File: src/rtl/load_store_unit_if.sv
// Data-memory bus between the load/store unit (master) and data memory (slave).
// The request fields are held stable from request until mem_ack.
interface load_store_unit_if;
    logic        mem_req;
    logic        mem_we;
    logic [31:0] mem_addr;
    logic [31:0] mem_wdata;
    logic [3:0]  mem_be;
    logic        mem_ack;
    logic [31:0] mem_rdata;

    modport master (
        output mem_req, mem_we, mem_addr, mem_wdata, mem_be,
        input  mem_ack, mem_rdata
    );

    modport slave (
        input  mem_req, mem_we, mem_addr, mem_wdata, mem_be,
        output mem_ack, mem_rdata
    );
endinterface

File: src/rtl/load_store_unit.sv
// RV32I load/store stage: one req/ack data-memory access per start, with misalignment
// detection, a bus timeout and sign/zero-extended load data for the register file.
module load_store_unit #(
    parameter int TIMEOUT_CYC = 64
) (
    input  logic                     clk,
    input  logic                     rst,
    input  logic                     start,
    input  logic                     is_store,
    input  logic [2:0]               funct3,
    input  logic [31:0]              addr,
    input  logic [31:0]              wdata,
    output logic                     busy,
    output logic                     done,
    output logic [31:0]              rdata,
    output logic                     misalign,
    output logic                     fault,
    load_store_unit_if.master        mem
);

    localparam int CNT_W = $clog2(TIMEOUT_CYC) + 1;

    typedef enum logic [1:0] {IDLE, REQ, DONE, ERR} state_t;

    state_t           state;
    logic             st_q;
    logic [2:0]       f3_q;
    logic [1:0]       off_q;
    logic [CNT_W-1:0] cnt;
    logic             req_q;
    logic             we_q;
    logic [31:0]      addr_q;
    logic [31:0]      wdata_q;
    logic [3:0]       be_q;

    function automatic logic is_illegal(input logic st, input logic [2:0] f3, input logic [1:0] off);
        logic legal_f3;
        legal_f3 = st ? (f3 inside {3'd0, 3'd1, 3'd2})
                      : (f3 inside {3'd0, 3'd1, 3'd2, 3'd4, 3'd5});
        return !legal_f3 || (f3[1:0] == 2'd1 && off[0]) || (f3[1:0] == 2'd2 && off != 2'd0);
    endfunction

    function automatic logic [3:0] store_be(input logic [2:0] f3, input logic [1:0] off);
        case (f3[1:0])
            2'd0:    return 4'b0001 << off;
            2'd1:    return off[1] ? 4'b1100 : 4'b0011;
            default: return 4'b1111;
        endcase
    endfunction

    function automatic logic [31:0] store_lanes(input logic [2:0] f3, input logic [31:0] wd);
        case (f3[1:0])
            2'd0:    return {4{wd[7:0]}};
            2'd1:    return {2{wd[15:0]}};
            default: return wd;
        endcase
    endfunction

    function automatic logic [31:0] load_format(input logic [2:0] f3, input logic [1:0] off,
                                                input logic [31:0] w);
        logic signed [7:0]  b;
        logic signed [15:0] h;
        logic signed [31:0] bs;
        logic signed [31:0] hs;
        b  = w[8*off +: 8];
        h  = w[16*off[1] +: 16];
        bs = b;
        hs = h;
        case (f3)
            3'd0:    return bs;
            3'd1:    return hs;
            3'd4:    return {24'b0, b};
            3'd5:    return {16'b0, h};
            default: return w;
        endcase
    endfunction

    assign busy          = (state != IDLE);
    assign mem.mem_req   = req_q;
    assign mem.mem_we    = we_q;
    assign mem.mem_addr  = addr_q;
    assign mem.mem_wdata = wdata_q;
    assign mem.mem_be    = be_q;

    always_ff @(posedge clk or posedge rst) begin
        if (rst) begin
            state    <= IDLE;
            st_q     <= 1'b0;
            f3_q     <= 3'd0;
            off_q    <= 2'd0;
            cnt      <= '0;
            req_q    <= 1'b0;
            we_q     <= 1'b0;
            addr_q   <= 32'd0;
            wdata_q  <= 32'd0;
            be_q     <= 4'd0;
            rdata    <= 32'd0;
            done     <= 1'b0;
            misalign <= 1'b0;
            fault    <= 1'b0;
        end else begin
            done     <= 1'b0;
            misalign <= 1'b0;
            fault    <= 1'b0;
            case (state)
                IDLE: begin
                    cnt <= '0;
                    if (start) begin
                        st_q  <= is_store;
                        f3_q  <= funct3;
                        off_q <= addr[1:0];
                        if (is_illegal(is_store, funct3, addr[1:0])) begin
                            state    <= ERR;
                            done     <= 1'b1;
                            misalign <= 1'b1;
                        end else begin
                            state   <= REQ;
                            req_q   <= 1'b1;
                            we_q    <= is_store;
                            addr_q  <= {addr[31:2], 2'b00};
                            wdata_q <= store_lanes(funct3, wdata);
                            be_q    <= is_store ? store_be(funct3, addr[1:0]) : 4'b1111;
                        end
                    end
                end
                // Ack takes priority over the timeout on the last counted cycle.
                REQ: begin
                    if (mem.mem_ack) begin
                        state <= DONE;
                        done  <= 1'b1;
                        req_q <= 1'b0;
                        we_q  <= 1'b0;
                        if (!st_q)
                            rdata <= load_format(f3_q, off_q, mem.mem_rdata);
                    end else if (cnt == CNT_W'(TIMEOUT_CYC - 1)) begin
                        state <= DONE;
                        done  <= 1'b1;
                        fault <= 1'b1;
                        req_q <= 1'b0;
                        we_q  <= 1'b0;
                    end else begin
                        cnt <= cnt + 1'b1;
                    end
                end
                DONE: begin
                    state <= IDLE;
                    cnt   <= '0;
                end
                default: state <= IDLE;
            endcase
        end
    end

endmodule
File: src/flat_wrapper.sv
// flat-port wrapper written by rule: the top's interface ports become plain ports
module load_store_unit_flat 
#(
    parameter int TIMEOUT_CYC = 64
)
  (clk, rst, start, is_store, funct3, addr, wdata, busy, done, rdata, misalign, fault, mem_mem_req, mem_mem_we, mem_mem_addr, mem_mem_wdata, mem_mem_be, mem_mem_ack, mem_mem_rdata);
  load_store_unit_if mem_i ();
  input  logic clk;
  input  logic rst;
  input  logic start;
  input  logic is_store;
  input  logic [2:0] funct3;
  input  logic [31:0] addr;
  input  logic [31:0] wdata;
  output logic busy;
  output logic done;
  output logic [31:0] rdata;
  output logic misalign;
  output logic fault;
  output wire logic [$bits(mem_i.mem_req)-1:0] mem_mem_req;
  output wire logic [$bits(mem_i.mem_we)-1:0] mem_mem_we;
  output wire logic [$bits(mem_i.mem_addr)-1:0] mem_mem_addr;
  output wire logic [$bits(mem_i.mem_wdata)-1:0] mem_mem_wdata;
  output wire logic [$bits(mem_i.mem_be)-1:0] mem_mem_be;
  input wire logic [$bits(mem_i.mem_ack)-1:0] mem_mem_ack;
  input wire logic [$bits(mem_i.mem_rdata)-1:0] mem_mem_rdata;
  assign mem_mem_req = mem_i.mem_req;
  assign mem_mem_we = mem_i.mem_we;
  assign mem_mem_addr = mem_i.mem_addr;
  assign mem_mem_wdata = mem_i.mem_wdata;
  assign mem_mem_be = mem_i.mem_be;
  assign mem_i.mem_ack = mem_mem_ack;
  assign mem_i.mem_rdata = mem_mem_rdata;
  load_store_unit #(.TIMEOUT_CYC(TIMEOUT_CYC)) u_core (.clk(clk), .rst(rst), .start(start), .is_store(is_store), .funct3(funct3), .addr(addr), .wdata(wdata), .busy(busy), .done(done), .rdata(rdata), .misalign(misalign), .fault(fault), .mem(mem_i));
endmodule
File: config.mk
export PLATFORM = sky130hd
export DESIGN_NAME = load_store_unit_flat
export DESIGN_NICKNAME = d
export VERILOG_FILES = /design/src/rtl/load_store_unit_if.sv /design/src/rtl/load_store_unit.sv /design/src/flat_wrapper.sv
export SDC_FILE = /design/constraint.sdc
export NUM_CORES = 1
export LEC_CHECK = 0
export ABC_AREA = 1
export BUFFER_PORTS_ARGS = -buffer_cell sky130_fd_sc_hd__buf_2
export CELL_PAD_IN_SITES_DETAIL_PLACEMENT = 1
export CELL_PAD_IN_SITES_GLOBAL_PLACEMENT = 1
export CORE_UTILIZATION = 32
export DETAILED_ROUTE_END_ITERATION = 7
export GPL_TIMING_DRIVEN = 1
export PLACE_DENSITY_LB_ADDON = 0.1
export SYNTH_ARGS = -nofsm -noshare
export SYNTH_HDL_FRONTEND = slang
export SYNTH_SLANG_ARGS = --single-unit
export TNS_END_PERCENT = 100
File: constraint.sdc
create_clock -name clk -period 3.3 [get_ports clk]
set_input_delay 0.33 -clock clk [delete_from_list [all_inputs] [get_ports clk]]
set_output_delay 0.33 -clock clk [all_outputs]
set_load 0.05 [all_outputs]
==> results of run 1 <==
-- registers in the layout, indices dropped and copies added, names as in the netlist --
signal and flops:
u_core.mem.mem_wdata 32, u_core.rdata 32, u_core.mem.mem_addr 30, u_core.cnt 7, u_core.mem.mem_be 4, u_core.f3_q 3, u_core.off_q 2, u_core.state 2
u_core.done 1, u_core.fault 1, u_core.mem.mem_req 1, u_core.mem.mem_we 1, u_core.misalign 1, u_core.st_q 1
-- through the flow --
stage	setup slack (ns)	util (%)	area [um^2]	power (uW)	std cells
2_1_floorplan	1.529	-	5948	5926	823
3_3_place_gp	0.9720	39.45	7136	7022	1226
3_5_place_dp	0.8828	39.45	7136	7068	1226
4_1_cts	0.8657	42.72	7726	8990	1258
5_1_grt	0.5938	42.72	7726	9446	1258
6_report	0.8869	42.72	7726	8863	1258
-- layout make-up --
class	instances	area, um^2
repair buffers	214	1114
flip-flops and latches	118	2953
fillers	2321	10360
clock inverters	13	147.6
clock buffers	19	442.9
inverters	89	337.8
well taps	229	286.5
multi-input cells	576	2445
-- logic make-up after synthesis --
group           after synthesis
compound gates               88
xor+xnor                      2
fa+ha+maj                     1
buf+inv                     129
other cells                   1
simple gates                483
flops                       118
-- layout by cell type, fill, tap and decap left out, types with 2 or more instances in the layout --
master and count:
buf_4 5, clkbuf_16 17, inv_6 3, a21oi_1 30
dfrtp_1 118, o21ai_1 3, nor3_1 2, o21ai_0 51
clkinv_4 3, buf_12 2, bufinv_16 2, inv_2 3
nand4_1 3, clkinvlp_4 5, buf_2 207, o21a_1 2
nand2_1 369, nor2_1 43, nand3_1 45, or2_2 15
nor2_4 2, inv_1 83, conb_1 2, clkinv_1 2
-- worst max-delay path by stage --
stage	from	endpoint	slack (ns)	depth (start not counted)
floorplan	rst	u_core.cnt[0]	1.53	1
global placement	u_core.state[0]	u_core.mem.mem_we	0.97	8
detailed placement	u_core.state[0]	u_core.mem.mem_addr[12]	0.88	8
CTS	u_core.off_q[1]	u_core.rdata[29]	0.87	7
global route	u_core.off_q[1]	u_core.rdata[21]	0.59	7
finish	u_core.off_q[1]	u_core.rdata[29]	0.89	7
-- metal layers --
layer  vias to the layer above  global-route usage [%]  share of wire, %
met2                       138                   32.41                47
li1                       2898                       -                 -
met1                      2726                   25.44                46
met3                        13                   6.928               6.7
met4                         2                   5.145              0.90
met5                         -                       0             0.071
-- synthesized netlist by cell type, drive strengths merged (2+ instances only) --
master  instances
a21oi          30
buf            24
clkbuf         16
clkinv          2
dfrtp         118
inv            87
nand2         369
nand3          45
nand4           4
nor2           46
nor3            2
o21a            2
o21ai          54
or2            16
-- worst reg2reg max path: stages, from the launching register on --
cell and delay (ns):
dfrtp_1 0.56, clkinv_1 0.36, buf_4 0.30, nand2_1 0.09, nand4_1 0.59, nand3_1 0.32, nand2_1 0.07, inv_1 0.06
-- power groups by stage --
stage	sequential (uW)	clock [uW]	combinational, uW
floorplan	4450	0	1470
global placement	2480	0	4540
detailed placement	2480	0	4590
CTS	2470	1920	4600
global route	2560	1980	4910
finish	2460	1870	4530
==> run_results.csv, run 1 <==
group,metric,value,unit
synthesis,synthFlopType,"dfrtp_1",
critical_path,r2r-end,"u_core.rdata[29]",
clock_network,clk_latency,0.42,ns
pwr,seqPwrFrac,27.8,%
synthesis,seq_area_frac_synth,49.71,%
place,hpwl,12940,um
timing,hold_viol_final,0,
synthesis,synthAdderAreaFrac,0.2106,%
pwr,power.switching,4597,uW
critical_path,required,3.66,ns
critical_path,slowest_delay,0.59,ns
floorplan,start_util,32.85,%
global_route,grt_pass1_wl,30460,um
pwr,p_int,4266,uW
global_route,grt_max_degree,119,
floorplan,ioPinCount,210,
floorplan,fp.dieW,138.3,um
drt,drt_iter0_drc,229,
synthesis,syn_inst,822,
clock_network,cts_buffer_depth,2,
timing,finalCritPeriodShare,73.12,%
pwr,vdd_ir_drop_max,0.0005625,V
global_route,grt_use_total,20.00,%
pwr,powerDensity,1147,mW/mm^2
floorplan,chipHeight,138.3,um
synthesis,yosysUniqueCellTypes,31,
drt,avgRoutedWirePerCell,14.52,um
place,routabilityCongestion,0.8157,
critical_path,rr_startpoint,"u_core.off_q[1]",
pwr,leakagePower,0.004519,uW
drt,vias,5777,
critical_path,cp_num_buf_inv,3,
critical_path,critPathTopFamily,"simple AND/OR/NAND/NOR gates",
critical_path,start_kind,"register",
clock_network,cts.clk_slew.worst_paths,0.06,ns
clock_network,postCtsSetupRepairBufs,0,
timing,slew_viol_final,0,
floorplan,rows,49,
clock_network,cts-root-buf,"clkbuf_16",
synthesis,netlist_area,0.005941,mm^2
place,io_buffers,207,
timing,setup-violations-final,0,
layout,syn2layout_area_growth,30.05,%
global_route,antenna_found_initial,2,
synthesis,yosys_warnings,0,
critical_path,cp_max_fo,16,
synthesis,synth_area_leaders,"dfrtp_1, nand2_1, inv_1",
pwr,clkPwrFrac,21.0,%
drt,drc,21,
outcome,outcome,"finished with violations",
drt,vias_per_cell,4.592,
flow_run,maxCapViolations,0,
floorplan,die_area,0.01911,mm^2
clock_network,cts_resized,0,
floorplan,core-area,0.01809,mm^2
global_route,grt-ovfl-total,0,
critical_path,cp-end-kind,"register",
timing,fin_hold_ws,0.07448,ns
timing,rsz0062_at_grt,"false",
pwr,swShare,51.87,%
clock_network,ctsHoldBuffers,0,
synthesis,syn_avg_cell_area,7.227,um^2
timing,slew_headroom,41.45,%
critical_path,r2r_slack,0.89,ns
drt,drtAntennaViolNets,0,
critical_path,worst_r2r_path_depth,7,
synthesis,synth_top_family_by_area,"simple AND/OR/NAND/NOR gates",
layout,fin_nets,1121,
critical_path,worst-setup-path-type,"reg -> reg",
synthesis,synth-compound-area-share,7.582,%
timing,skew,0.01907,ns
synthesis,synthXorXnorAreaFrac,0.2949,%
min_path,holdCritPathClass,"in -> async",
global_route,grt_pass1_vias,6035,
synthesis,yosysTopAreaCell,"dfrtp_1",
drt,firstDrtPassIters,7,
clock_network,htree_levels,4,
synthesis,synth-async-reset-ratio,100.0,%
layout,drive_gt1_share,26.04,%
clock_network,clock-sinks,118,
critical_path,critPathSlowestCell,"nand4_1",
synthesis,ys_ff_latch,118,
timing,worstMarginPinSlew,0.8751,ns
synthesis,synth-edff-count,0,
timing,finalSetupTns,0,ns
drt,wirelength,18270,um
synthesis,synth_top_area_share,49.71,%
clock_network,cts_tree,"built",
critical_path,crit_chain,"clkinv_1, buf_4, nand2_1, nand4_1, nand3_1, nand2_1, inv_1",
synthesis,synthMuxAreaShare,0,%
critical_path,cp_common_cell,"nand2_1",
clock_network,cts_buffers,17,
timing,min_period,2.413,ns
synthesis,synthSimpleGateAreaFrac,32.94,%
timing,max_freq,414.4,MHz
layout,antenna_cells,0,
critical_path,cp.arrival,2.78,ns
outcome,violations,"DRC",
pwr,pwr-share-comb,51.2,%
Note: power is estimated with default switching activity, not from simulation.
==> run 2, diff against run 1 <==
--- a/config.mk
+++ b/config.mk
@@ -9,7 +9,7 @@
 export BUFFER_PORTS_ARGS = -buffer_cell sky130_fd_sc_hd__buf_2
 export CELL_PAD_IN_SITES_DETAIL_PLACEMENT = 1
 export CELL_PAD_IN_SITES_GLOBAL_PLACEMENT = 1
-export CORE_UTILIZATION = 32
+export CORE_UTILIZATION = 35
 export DETAILED_ROUTE_END_ITERATION = 7
 export GPL_TIMING_DRIVEN = 1
 export PLACE_DENSITY_LB_ADDON = 0.1
==> constraint.sdc (replaced) <==
create_clock -name clk -period 2.46 [get_ports clk]
set_input_delay 0.246 -clock clk [delete_from_list [all_inputs] [get_ports clk]]
set_output_delay 0.246 -clock clk [all_outputs]
set_load 0.05 [all_outputs]
==> run 2 against run 1 <==
The flow now finishes without violations. Largest power group unchanged. Critical path type unchanged. Die area fell by 8.5%. Global-route usage rose by 1.9 points. Routed wire length fell by 0.38%. Fmax rose by 26%. Critical path depth fell by 1. Cell count barely moved. Sequential power rose by 34%.
==> run_results.csv, run 2 (same netlist as run 1, synthesis figures left out) <==
group,metric,value,unit
outcome,outcome,"complete, no violations",
clock_network,cts-root-buf,"clkbuf_16",
timing,slew_headroom,43.92,%
timing,skew,0.007762,ns
layout,stdcell_count,1257,
drt,drc,0,
clock_network,cts_tree,"built",
layout,layout_commonest_cell,"nand2_1",
min_path,holdCritPathClass,"in -> reg",
layout,final_cell_mix,"nand2_1, buf_2, dfrtp_1",
timing,hold_viol_final,0,
global_route,grt_pass1_vias,6014,
timing,finalCritPeriodShare,77.74,%
timing,finalSetupTns,0,ns
drt,vias,5795,
critical_path,worst-setup-path-type,"reg -> reg",
timing,max_freq,522.9,MHz
critical_path,r2r_slack,0.55,ns
clock_network,postCtsSetupRepairBufs,0,
timing,min_period,1.912,ns
pwr,vdd_ir_drop_max,0.0007045,V
timing,slew_viol_final,0,
layout,fin_area,0.007836,mm^2
floorplan,fp.dieW,132.3,um
clock_network,cts_buffers,17,
layout,post-route-util,47.25,%
clock_network,cts_buffer_depth,2,
floorplan,rows,47,
floorplan,ioPinCount,210,
floorplan,die_area,0.01750,mm^2
layout,syn2layout_area_growth,31.91,%
layout,fillers,2179,
global_route,grt_pass1_wl,30010,um
floorplan,core-area,0.01658,mm^2
layout,fin_nets,1128,
global_route,grt_use_total,21.85,%
place,routabilityCongestion,0.8335,
drt,avgRoutedWirePerCell,14.48,um
pwr,leakagePower,0.004590,uW
clock_network,htree_levels,4,
timing,setup-violations-final,0,
critical_path,start_kind,"register",
drt,vias_per_cell,4.610,
pwr,powerDensity,1547,mW/mm^2
place,hpwl,13240,um
layout,drive_gt1_share,26.45,%
critical_path,cp-end-kind,"register",
place,place_area,0.007182,mm^2
global_route,grt_max_degree,89,
drt,drt_iter0_drc,224,
place,io_buffers,207,
critical_path,cp.arrival,2.27,ns
global_route,grt-ovfl-total,0,
place,dpl.cell_count,1223,
clock_network,clk_latency,0.42,ns
clock_network,cts_resized,0,
drt,wirelength,18200,um
floorplan,chipHeight,132.3,um
timing,worstMarginPinSlew,0.8411,ns
critical_path,required,2.81,ns
critical_path,cp_max_fo,16,
flow_run,maxCapViolations,0,
drt,firstDrtPassIters,6,
clock_network,cts.clk_slew.worst_paths,0.06,ns
global_route,antenna_found_initial,0,
floorplan,start_util,35.82,%
timing,rsz0062_at_grt,"false",
clock_network,clock-sinks,118,
drt,drtAntennaViolNets,0,
==> run 2: area by class of cell <==
| cell class | count | area, um^2 | share of cell area (%) |
|---|---|---|---|
| timing repair buffer | 221 | 1181 | 15.07 |
| sequential | 118 | 2953 | 37.68 |
| inverter | 89 | 337.8 | 4.311 |
| antenna | 1 | 2.502 | 0.03193 |
| clock buffer | 21 | 470.5 | 6.004 |
| multi-input combinational | 576 | 2445 | 31.20 |
| clock inverter | 11 | 171.4 | 2.187 |
| tap | 220 | 275.3 | 3.513 |
==> run 2: metal layers <==
layer	wire length, um	GRT usage [%]	vias to the layer above
li1	-	-	2910
met1	7732	26.08	2720
met2	9019	37.42	149
met3	1250	7.536	16
met4	195	5.875	0
met5	0	0	-
==> run 2: final timing paths <==
path                                       endpoint  cells past startpoint          startpoint
setup / recovery                   u_core.rdata[31]                      6     u_core.off_q[1]
hold / removal              u_core.mem.mem_addr[18]                      3            addr[18]
setup reg to reg                   u_core.rdata[31]                      6     u_core.off_q[1]
hold reg to reg                  u_core.mem.mem_req                      2  u_core.mem.mem_req
max in group asynchronous    u_core.mem.mem_addr[8]                      4                 rst
min in group asynchronous  u_core.mem.mem_wdata[15]                      3                 rst
==> run 2: critical path: stages, from the launching register on <==
cell and delay (ns):
dfrtp_1 0.52, clkinv_1 0.21, nand2_1 0.11, nand4_1 0.57
nand3_1 0.30, nand2_1 0.09, inv_1 0.06
==> run 2: what timing repair did <==
action | in CTS | in global routing
hold buffers | 1 | 0
endpoints found under the hold margin | 31 | 0
endpoints found under the setup margin | 0 | 0
==> run 2: power breakdown <==
group | switching [uW] | internal [uW]
logic | 4690 | 1430
registers | 503 | 2800
clock network | 927 | 1780
==> run 2: stage by stage <==
step                      setup slack, ns  total power (uW)  hold WS (ns)
after floorplan                    0.7726              7950        0.3195
after global placement             0.5767              9419        0.4369
after detailed placement           0.5263              9501        0.4310
after CTS                          0.4987             12280      0.006316
after global routing               0.2277             12870       0.01245
final                              0.5476             12130       0.02150
==> run 3, diff against run 2 <==
==> constraint.sdc (replaced) <==
create_clock -name clk -period 1.89 [get_ports clk]
set_input_delay 0.189 -clock clk [delete_from_list [all_inputs] [get_ports clk]]
set_output_delay 0.189 -clock clk [all_outputs]
set_load 0.05 [all_outputs]
==> run 3 against run 2 <==
First-iteration DRC count increased by 4.0%. Clock power increased by 34%. Sequential share of layout area decreased by 1.7 points. Fmax increased by 17%. Count of clock-buffer cells in the layout decreased by 3. Total power increased by 33%. Combinational power increased by 34%. Critical path depth increased by 1. Critical endpoint is now u_core.rdata[7]. Cell area increased by 4.6%. Non-clock buffer count increased by 37. Flip-flop and latch count unchanged. Routed wire length increased by 4.6%.
==> run_results.csv, run 3 (same netlist as run 1, synthesis figures left out) <==
group,metric,value,unit
drt,vias_per_cell,4.686,
min_path,hold_depth,3,
global_route,grt_pass1_wl,31400,um
global_route,top_usage_layer,"met2",
critical_path,r2r-end,"u_core.rdata[7]",
layout,drive_gt1_share,26.28,%
place,io_buffers,207,
layout,fin_nets,1165,
critical_path,rr_startpoint,"u_core.state[0]",
clock_network,cts.clk_slew.worst_paths,0.06,ns
pwr,seqPwrFrac,26.5,%
min_path,holdCritPathClass,"in -> reg",
timing,max_freq,611.9,MHz
global_route,grt_pass1_vias,6369,
timing,worstMarginPinSlew,0.6841,ns
timing,finalSetupTns,0,ns
critical_path,r2r_slack,0.26,ns
global_route,grt_use_total,22.69,%
clock_network,postCtsSetupRepairBufs,0,
critical_path,start_kind,"register",
clock_network,htree_levels,4,
pwr,leakagePower,0.004748,uW
pwr,total_power,16110,uW
pwr,vdd_ir_drop_max,0.0009994,V
clock_network,cts_buffers,17,
critical_path,critPathTopFamily,"buffers and inverters",
global_route,grt-ovfl-total,0,
outcome,outcome,"complete, no violations",
timing,slew_headroom,54.39,%
floorplan,core-area,0.01658,mm^2
global_route,use_met2,40.86,%
critical_path,cp_max_fo,17,
place,hpwl,13280,um
clock_network,cts_buffer_depth,2,
floorplan,rows,47,
floorplan,ioPinCount,210,
pwr,power.switching,8100,uW
floorplan,start_util,35.82,%
critical_path,cp_num_buf_inv,3,
drt,avgRoutedWirePerCell,14.70,um
layout,syn2layout_area_growth,37.99,%
layout,stdcell_count,1295,
min_path,min_to,"u_core.f3_q[2]",
timing,min_period,1.634,ns
layout,fillers,2177,
timing,worst_slack,0.2558,ns
timing,skew,0.007146,ns
pwr,pwr-share-comb,50.9,%
place,pre_cts_slack,0.2113,ns
floorplan,chipHeight,132.3,um
critical_path,worst_r2r_path_depth,7,
clock_network,clock-sinks,118,
place,routabilityCongestion,0.8241,
place,dpl.cell_count,1230,
timing,slew_viol_final,0,
layout,final_cell_mix,"nand2_1, buf_2, dfrtp_1",
clock_network,ctsHoldBuffers,31,
global_route,gr-usage-met1,25.67,%
layout,seqCellArea,0.002953,mm^2
clock_network,cts_tree,"built",
drt,wirelength,19040,um
clock_network,cts_resized,0,
flow_run,maxCapViolations,0,
layout,post-route-util,49.43,%
drt,firstDrtPassIters,4,
floorplan,die_area,0.01750,mm^2
critical_path,critPathSlowestCell,"dfrtp_1",
critical_path,worst-setup-path-type,"reg -> reg",
pwr,swShare,50.29,%
pwr,powerDensity,1965,mW/mm^2
timing,rsz0062_at_grt,"false",
clock_network,clk_latency,0.42,ns
drt,drc,0,
global_route,met3_usage,6.421,%
layout,multi_input_area,0.002445,mm^2
critical_path,crit_chain,"inv_2, nor2_4, nand3_1, inv_1, buf_4, nor2_1, a21oi_1",
global_route,antenna_found_initial,0,
timing,finalCritPeriodShare,86.47,%
timing,hold_viol_final,0,
drt,drt_iter0_drc,233,
drt,drtAntennaViolNets,0,
timing,setup-violations-final,0,
clock_network,cts-root-buf,"clkbuf_16",
critical_path,slowest_delay,0.42,ns
global_route,grt_max_degree,119,
critical_path,cp.arrival,1.98,ns
drt,vias,6068,
critical_path,required,2.23,ns
layout,layout_commonest_cell,"nand2_1",
min_path,hold_path.startpoint,"funct3[2]",
pwr,p_int,8007,uW
floorplan,fp.dieW,132.3,um
pwr,clkPwrFrac,22.6,%
critical_path,cp-end-kind,"register",
run 3: cell type report:
class	count	area share, %
antenna	2	0.06105
clock buffer	18	5.357
sequential	118	36.02
timing repair buffer	258	18.56
multi-input combinational	576	29.82
tap	220	3.358
inverter	89	4.121
clock inverter	14	2.701
run 3: worst max path at each step:
stage / from / endpoint / slack (ns) / cells after the start
4_1_cts: u_core.state[0] / u_core.rdata[7] / 0.22 / 7
3_3_place_gp: u_core.state[0] / u_core.rdata[7] / 0.30 / 7
3_5_place_dp: u_core.state[0] / u_core.rdata[7] / 0.21 / 7
2_1_floorplan: rst / u_core.cnt[0] / 0.26 / 1
5_1_grt: u_core.state[0] / u_core.rdata[7] / 0.05 / 7
6_report: u_core.state[0] / u_core.rdata[7] / 0.26 / 7
run 3: power groups by stage:
stage	clock network (uW)	logic, uW	registers, uW
after detailed placement	0	8220	4280
after CTS	3710	8290	4280
final	3640	8200	4270
after floorplan	0	2580	7770
after global routing	3800	8840	4430
after global placement	0	8090	4280
run 3: through the flow:
step | cell area [um^2] | hold WS (ns)
floorplan | 5948 | 0.2625
global placement | 7222 | 0.3823
detailed placement | 7222 | 0.3882
CTS | 8193 | 0.001173
global route | 8193 | 0.02541
finish | 8198 | 0.02333
run 3: routing by layer:
metal  routed length (um)  up-vias  share of wire, %
met5                    0        -                 0
met4                  312        0               1.6
met3                 1206       23               6.3
met2                 9589      150                50
met1                 7931     2907                42
li1                     -     2988                 -
run 3: worst register-to-register path, delay by kind of cell (launching register included):
| kind | cells | cell delay (ns) |
|---|---|---|
| DFF | 1 | 0.42 |
| AOI/OAI and AO/OA | 1 | 0.12 |
| and+or+nand+nor | 3 | 0.30 |
| buffers and inverters | 3 | 0.73 |
